**src/rtl/dotp_seq_ctrl_if.sv**
```systemverilog
// Handshake and datapath-control bundle for the dot-product sequencer.
// master = sequencer side, slave = element source / datapath side.
interface dotp_seq_ctrl_if #(
  parameter int ACC_W = 12
);
  logic             start;
  logic             in_valid;
  logic [7:0]       in_a;
  logic [7:0]       in_b;
  logic             in_ready;
  logic [2:0]       dp_sel;
  logic [3:0]       dp_load;
  logic [7:0]       dp_data;
  logic [7:0]       dp_r3;
  logic             busy;
  logic             done;
  logic [ACC_W-1:0] result;

  modport master (
    input  start, in_valid, in_a, in_b, dp_r3,
    output in_ready, dp_sel, dp_load, dp_data,
    output busy, done, result
  );

  modport slave (
    output start, in_valid, in_a, in_b, dp_r3,
    input  in_ready, dp_sel, dp_load, dp_data,
    input  busy, done, result
  );
endinterface

```
**src/rtl/dotp_seq_ctrl.sv**
```systemverilog
// Dot-product sequencer for the four-register multiply datapath.
// Optional DOTP_ZERO_SKIP_EN: pairs with a zero operand bypass the datapath.
module dotp_seq_ctrl #(
  parameter int LEN   = 4,
  parameter int ACC_W = 12
) (
  input  logic           clk,
  input  logic           rst,
  dotp_seq_ctrl_if.master bus
);
  localparam int CW = (LEN > 1) ? $clog2(LEN) : 1;

  typedef enum logic [2:0] {
    IDLE, WAIT_IN, LOAD_A, LOAD_B, MUL, ACC, DONE
  } state_t;

  state_t           state_q, state_d;
  logic [CW-1:0]    cnt_q, cnt_d;
  logic [ACC_W-1:0] acc_q, acc_d;
  logic [ACC_W-1:0] res_q, res_d;
  logic [ACC_W-1:0] acc_sum;
  logic [7:0]       a_q, a_d;
  logic [7:0]       b_q, b_d;
  logic             skip_q, skip_d;
  logic             rdy_q, rdy_d;
  logic             busy_q, busy_d;
  logic             done_q, done_d;
  logic [2:0]       sel_q, sel_d;
  logic [3:0]       load_q, load_d;
  logic [7:0]       data_q, data_d;

  always_comb begin
    state_d = state_q;
    cnt_d   = cnt_q;
    acc_d   = acc_q;
    res_d   = res_q;
    a_d     = a_q;
    b_d     = b_q;
    skip_d  = skip_q;
    acc_sum = acc_q + (skip_q ? '0 : ACC_W'(bus.dp_r3));

    unique case (state_q)
      IDLE: begin
        if (bus.start) begin
          acc_d   = '0;
          cnt_d   = '0;
          res_d   = '0;
          state_d = WAIT_IN;
        end
      end
      WAIT_IN: begin
        if (bus.in_valid) begin
          a_d = bus.in_a;
          b_d = bus.in_b;
`ifdef DOTP_ZERO_SKIP_EN
          skip_d = (bus.in_a == 8'd0) ||
                   (bus.in_b == 8'd0);
`else
          skip_d = 1'b0;
`endif
          state_d = skip_d ? ACC : LOAD_A;
        end
      end
      LOAD_A: state_d = LOAD_B;
      LOAD_B: state_d = MUL;
      MUL:    state_d = ACC;
      ACC: begin
        acc_d = acc_sum;
        cnt_d = cnt_q + CW'(1);
        if (cnt_q == CW'(LEN - 1)) begin
          res_d   = acc_sum;
          state_d = DONE;
        end else begin
          state_d = WAIT_IN;
        end
      end
      DONE:    state_d = IDLE;
      default: state_d = IDLE;
    endcase

    // Outputs are decoded from the next state so they register in step with it.
    rdy_d  = (state_d == WAIT_IN);
    busy_d = (state_d != IDLE);
    done_d = (state_d == DONE);
    sel_d  = 3'd0;
    load_d = 4'b0000;
    data_d = 8'd0;
    unique case (1'b1)
      (state_d == LOAD_A): begin
        sel_d  = 3'd4;
        load_d = 4'b0010;
        data_d = a_d;
      end
      (state_d == LOAD_B): begin
        sel_d  = 3'd4;
        load_d = 4'b0100;
        data_d = b_d;
      end
      (state_d == MUL): begin
        sel_d  = 3'd3;
        load_d = 4'b1000;
      end
      default: ;
    endcase
  end

  always_ff @(posedge clk or posedge rst) begin
    if (rst) begin
      state_q <= IDLE;
      cnt_q   <= '0;
      acc_q   <= '0;
      res_q   <= '0;
      a_q     <= 8'd0;
      b_q     <= 8'd0;
      skip_q  <= 1'b0;
      rdy_q   <= 1'b0;
      busy_q  <= 1'b0;
      done_q  <= 1'b0;
      sel_q   <= 3'd0;
      load_q  <= 4'b0000;
      data_q  <= 8'd0;
    end else begin
      state_q <= state_d;
      cnt_q   <= cnt_d;
      acc_q   <= acc_d;
      res_q   <= res_d;
      a_q     <= a_d;
      b_q     <= b_d;
      skip_q  <= skip_d;
      rdy_q   <= rdy_d;
      busy_q  <= busy_d;
      done_q  <= done_d;
      sel_q   <= sel_d;
      load_q  <= load_d;
      data_q  <= data_d;
    end
  end

  assign bus.in_ready = rdy_q;
  assign bus.busy     = busy_q;
  assign bus.done     = done_q;
  assign bus.dp_sel   = sel_q;
  assign bus.dp_load  = load_q;
  assign bus.dp_data  = data_q;
  assign bus.result   = res_q;
endmodule

```
**src/flat_wrapper.sv**
```systemverilog
// flat-port wrapper written by rule: the top's interface ports become plain ports
module dotp_seq_ctrl_flat 
#(
  parameter int LEN   = 4,
  parameter int ACC_W = 12
)
  (clk, rst, bus_start, bus_in_valid, bus_in_a, bus_in_b, bus_dp_r3, bus_in_ready, bus_dp_sel, bus_dp_load, bus_dp_data, bus_busy, bus_done, bus_result);
  dotp_seq_ctrl_if #(.ACC_W(ACC_W)) bus_i ();
  input  logic clk;
  input  logic rst;
  input wire logic [$bits(bus_i.start)-1:0] bus_start;
  input wire logic [$bits(bus_i.in_valid)-1:0] bus_in_valid;
  input wire logic [$bits(bus_i.in_a)-1:0] bus_in_a;
  input wire logic [$bits(bus_i.in_b)-1:0] bus_in_b;
  input wire logic [$bits(bus_i.dp_r3)-1:0] bus_dp_r3;
  output wire logic [$bits(bus_i.in_ready)-1:0] bus_in_ready;
  output wire logic [$bits(bus_i.dp_sel)-1:0] bus_dp_sel;
  output wire logic [$bits(bus_i.dp_load)-1:0] bus_dp_load;
  output wire logic [$bits(bus_i.dp_data)-1:0] bus_dp_data;
  output wire logic [$bits(bus_i.busy)-1:0] bus_busy;
  output wire logic [$bits(bus_i.done)-1:0] bus_done;
  output wire logic [$bits(bus_i.result)-1:0] bus_result;
  assign bus_i.start = bus_start;
  assign bus_i.in_valid = bus_in_valid;
  assign bus_i.in_a = bus_in_a;
  assign bus_i.in_b = bus_in_b;
  assign bus_i.dp_r3 = bus_dp_r3;
  assign bus_in_ready = bus_i.in_ready;
  assign bus_dp_sel = bus_i.dp_sel;
  assign bus_dp_load = bus_i.dp_load;
  assign bus_dp_data = bus_i.dp_data;
  assign bus_busy = bus_i.busy;
  assign bus_done = bus_i.done;
  assign bus_result = bus_i.result;
  dotp_seq_ctrl #(.LEN(LEN), .ACC_W(ACC_W)) u_core (.clk(clk), .rst(rst), .bus(bus_i));
endmodule
```
**config.mk**
```make
export PLATFORM = sky130hd
export DESIGN_NAME = dotp_seq_ctrl_flat
export DESIGN_NICKNAME = d
export VERILOG_FILES = /design/src/rtl/dotp_seq_ctrl_if.sv /design/src/rtl/dotp_seq_ctrl.sv /design/src/flat_wrapper.sv
export SDC_FILE = /design/constraint.sdc
export NUM_CORES = 1
export LEC_CHECK = 0
export CORE_MARGIN = 2
export CORE_UTILIZATION = 49
export DETAILED_ROUTE_END_ITERATION = 8
export PLACE_DENSITY = 0.91
export SETUP_SLACK_MARGIN = 0.5
export SLEW_MARGIN = 10
export SYNTH_ARGS = -nofsm -noshare
export SYNTH_HDL_FRONTEND = slang
export SYNTH_SLANG_ARGS = --single-unit
```
**constraint.sdc**
```tcl
create_clock -name clk -period 3 [get_ports clk]
set_input_delay 0.9 -clock clk [delete_from_list [all_inputs] [get_ports clk]]
set_output_delay 0.9 -clock clk [all_outputs]
set_load 0.01 [all_outputs]
```
==> flow_metrics.py <==
metrics = {
    "drt": {
        "drtAntennaViolNets": 0,
        "drc": 0,
        "viasPerCell": 5.439,
        "via_count": 1958,
        "initialDrtViolationCount": 220,
        "routed_wl_um": 6027,
        "routedWlPerCell_um": 16.74,
        "drt_pass1_iterations": 5,
    },
    "clock_tree": {
        "cts_root_buffer": "clkbuf_8",
        "cts-buffers-inserted": 5,
        "clk_pin_slew_ps": 100,
        "cts_tree": "yes",
        "cts_hold_buf": 0,
        "clock_latency_ps": 310,
        "cts.path.max_buffers": 2,
        "cts_sinks": 53,
        "h-tree-depth": 2,
    },
    "synth": {
        "yosys.area.top_type": "dfrtp_1",
        "synth_enable_flop_cells": 0,
        "ys_types": 43,
        "syn-instance-count": 229,
        "synth_commonest_cells": "dfrtp_1, nand2_1, a22o_1, o21ai_0",
        "synth-seq-area-share_pct": 53.29,
        "syn_area_per_cell_um2": 10.87,
        "async_flop_share_pct": 100.0,
        "synthTopCellsByArea": "dfrtp_1, nand2_1, ha_1, a22o_1, mux2_2",
        "syn_area_mm2": 0.002489,
        "synth.top_cell.area_share_pct": 53.29,
        "yosys.cell_count.top_type": "dfrtp_1",
        "yosys_register_bits": 53,
        "synth_warnings": 0,
        "syn_nets": 267,
        "ys.flop_type": "dfrtp_1",
    },
    "sta": {
        "fmax_mhz": 406.8,
        "finalCritPeriodShare_pct": 81.93,
        "hold_violations": 0,
        "maxSlewHeadroom_pct": 60.63,
        "setup_viol_count_final": 0,
        "rsz0062_at_grt": "true",
        "tns_ps": 0,
        "tightest_slew_ps": 589.7,
        "fin_ws_ps": 542.1,
        "fin_crit_ps": 2458,
        "slew_violations": 0,
        "timing.hold.ws_ps": 490.4,
        "clock-skew-final_ps": 11.55,
    },
    "worst_setup_path": {
        "worst_ep_arrival_time_ps": 2650,
        "required_ps": 3190,
        "cp-start-kind": "primary input",
        "crit_buf_inv": 1,
        "path_cells": "clkdlybuf4s50_1, ha_1, a21o_1, a221oi_4, nor4_1, or3_1",
        "path_class": "primary input to flip-flop",
        "critical_path.slowest_cell": "clkdlybuf4s50_1",
        "crit_family": "compound AO/OA/AOI/OAI gates",
        "cp-end-kind": "flip-flop",
        "slowest_delay_ps": 410,
        "r2r_slack_ps": 890,
        "critPathMaxFanout": 3,
    },
    "placement": {
        "dpl.hpwl_um": 4074,
        "dp.cells": 349,
        "dp_slack_ps": -76.87,
        "portBuffers": 56,
        "place_congestion": 0.7670,
    },
    "outcome": {
        "outcome": "finished clean",
    },
    "grt": {
        "grt_start_max_net_pins": 28,
        "grt_pass1_wl_um": 9370,
        "grt.overflow.total": 0,
        "grt_pass1_vias": 1961,
        "antenna_found_initial": 0,
        "track_usage_pct": 22.32,
    },
    "cells_and_area": {
        "diodes": 0,
        "final_layout_size_suffix_gt1_share_pct": 18.09,
        "layoutNonFillerInstCount": 360,
        "fill_cells": 348,
        "nets": 330,
        "area_growth_pct": 36.40,
    },
    "die": {
        "io_pins": 58,
        "dieArea_mm2": 0.005665,
        "initial_utilization_pct": 51.66,
        "core-area_mm2": 0.004817,
        "die_w_um": 75.27,
        "die_y_um": 75.27,
        "rows": 25,
    },
    "power": {
        "peakVddDrop_v": 0.0003626,
        "p_leak_nw": 1.541,
        "p_per_area_mw_per_mm2": 830.0,
    },
    "run": {
        "drv_cap": 0,
    },
    "hold_path": {
        "holdCritPathClass": "flip-flop to flip-flop",
    },
}
[state kept, by name, summed over array words and instances (netlist names), 2 cells and up]
register and cells:
u_core.b_q 8, u_core.cnt_q 2, u_core.bus.dp_data 8, u_core.acc_q 12, u_core.bus.dp_sel 2, u_core.bus.result 12, u_core.state_q 3, u_core.bus.dp_load 3
[per-stage QoR]
step                instance area, um^2  utilization, %  total power [mW]
floorplan                          2520               -             1.825
global placement                   3196           66.34             2.219
detailed placement                 3196           66.34             2.280
CTS                                3362           69.79             2.772
global route                       3395           70.47             2.983
finish                             3395           70.47             2.818
[timing repair]
item | in CTS | in global routing
endpoints found under the setup margin | 13 | 7
pin swaps | 8 | 9
resized for setup | 14 | 11
setup buffers | 3 | 0
endpoints found under the hold margin | 0 | 0
[cells in the final DEF, fill, tap and decap left out, types with 3 or more instances in the layout]
cell	count
xor2_1	3
a22o_1	11
dlygate4sd2_1	3
o211ai_1	4
nor2_1	7
nand3_1	9
a21oi_1	6
inv_1	6
or4_1	5
clkbuf_8	6
o21ai_0	11
a21o_1	4
clkdlybuf4s50_1	49
nor2b_1	4
mux2_2	8
buf_4	12
ha_4	6
nand2_1	37
o31ai_1	3
ha_1	3
dfrtp_1	53
[path summary, 6_finish.rpt]
kind,from,to,cells after the start
worst max-delay path,bus_dp_r3[6],u_core.bus.result[9],6
worst max register to register,u_core.acc_q[1],u_core.bus.result[9],6
worst min-delay path,u_core.bus.result[5],u_core.bus.result[5],2
worst min register to register,u_core.bus.result[5],u_core.bus.result[5],2
min in group asynchronous,rst,u_core.b_q[1],2
max in group asynchronous,rst,u_core.bus.result[10],3
[tightest hold or removal path, cell delays in order, from the launching register on]
cell and delay [ps]:
dfrtp_1 360, nand2_1 40, o21ai_0 60
[routing by layer]
metal,routed length (um),global-route usage (%)
met5,0,0
met4,99,9.162
met3,234,4.685
met2,3223,35.48
met1,2469,30.00
[layout make-up]
type                    instances  area [um^2]  share of cell area [%]
clock buffers                   6        82.58                   2.433
clock inverters                 2        13.76                  0.4055
inverters                       8        30.03                  0.8846
multi-input cells             154         1185                   34.91
flip-flops and latches         53         1326                   39.07
well taps                      67        83.83                   2.470
repair buffers                 70        673.1                   19.83
[report_power, final]
group | leakage [nW] | switching [mW] | total (mW) | internal (mW)
registers | 0.700 | 0.149 | 1.09 | 0.938
clock network | 0.0512 | 0.239 | 0.427 | 0.188
logic | 0.790 | 0.643 | 1.30 | 0.661
[kinds of logic after synthesis]
logic type / after synthesis / synth area share, %
simple gates: 78 / 15.13
flops: 53 / 53.29
compound gates: 51 / 15.94
buf+inv: 22 / 4.374
fa+ha+maj: 10 / 5.329
mux: 9 / 4.022
xor+xnor: 5 / 1.760
other cells: 1 / 0.1507
No activity file was read; power rests on OpenSTA's default activity.
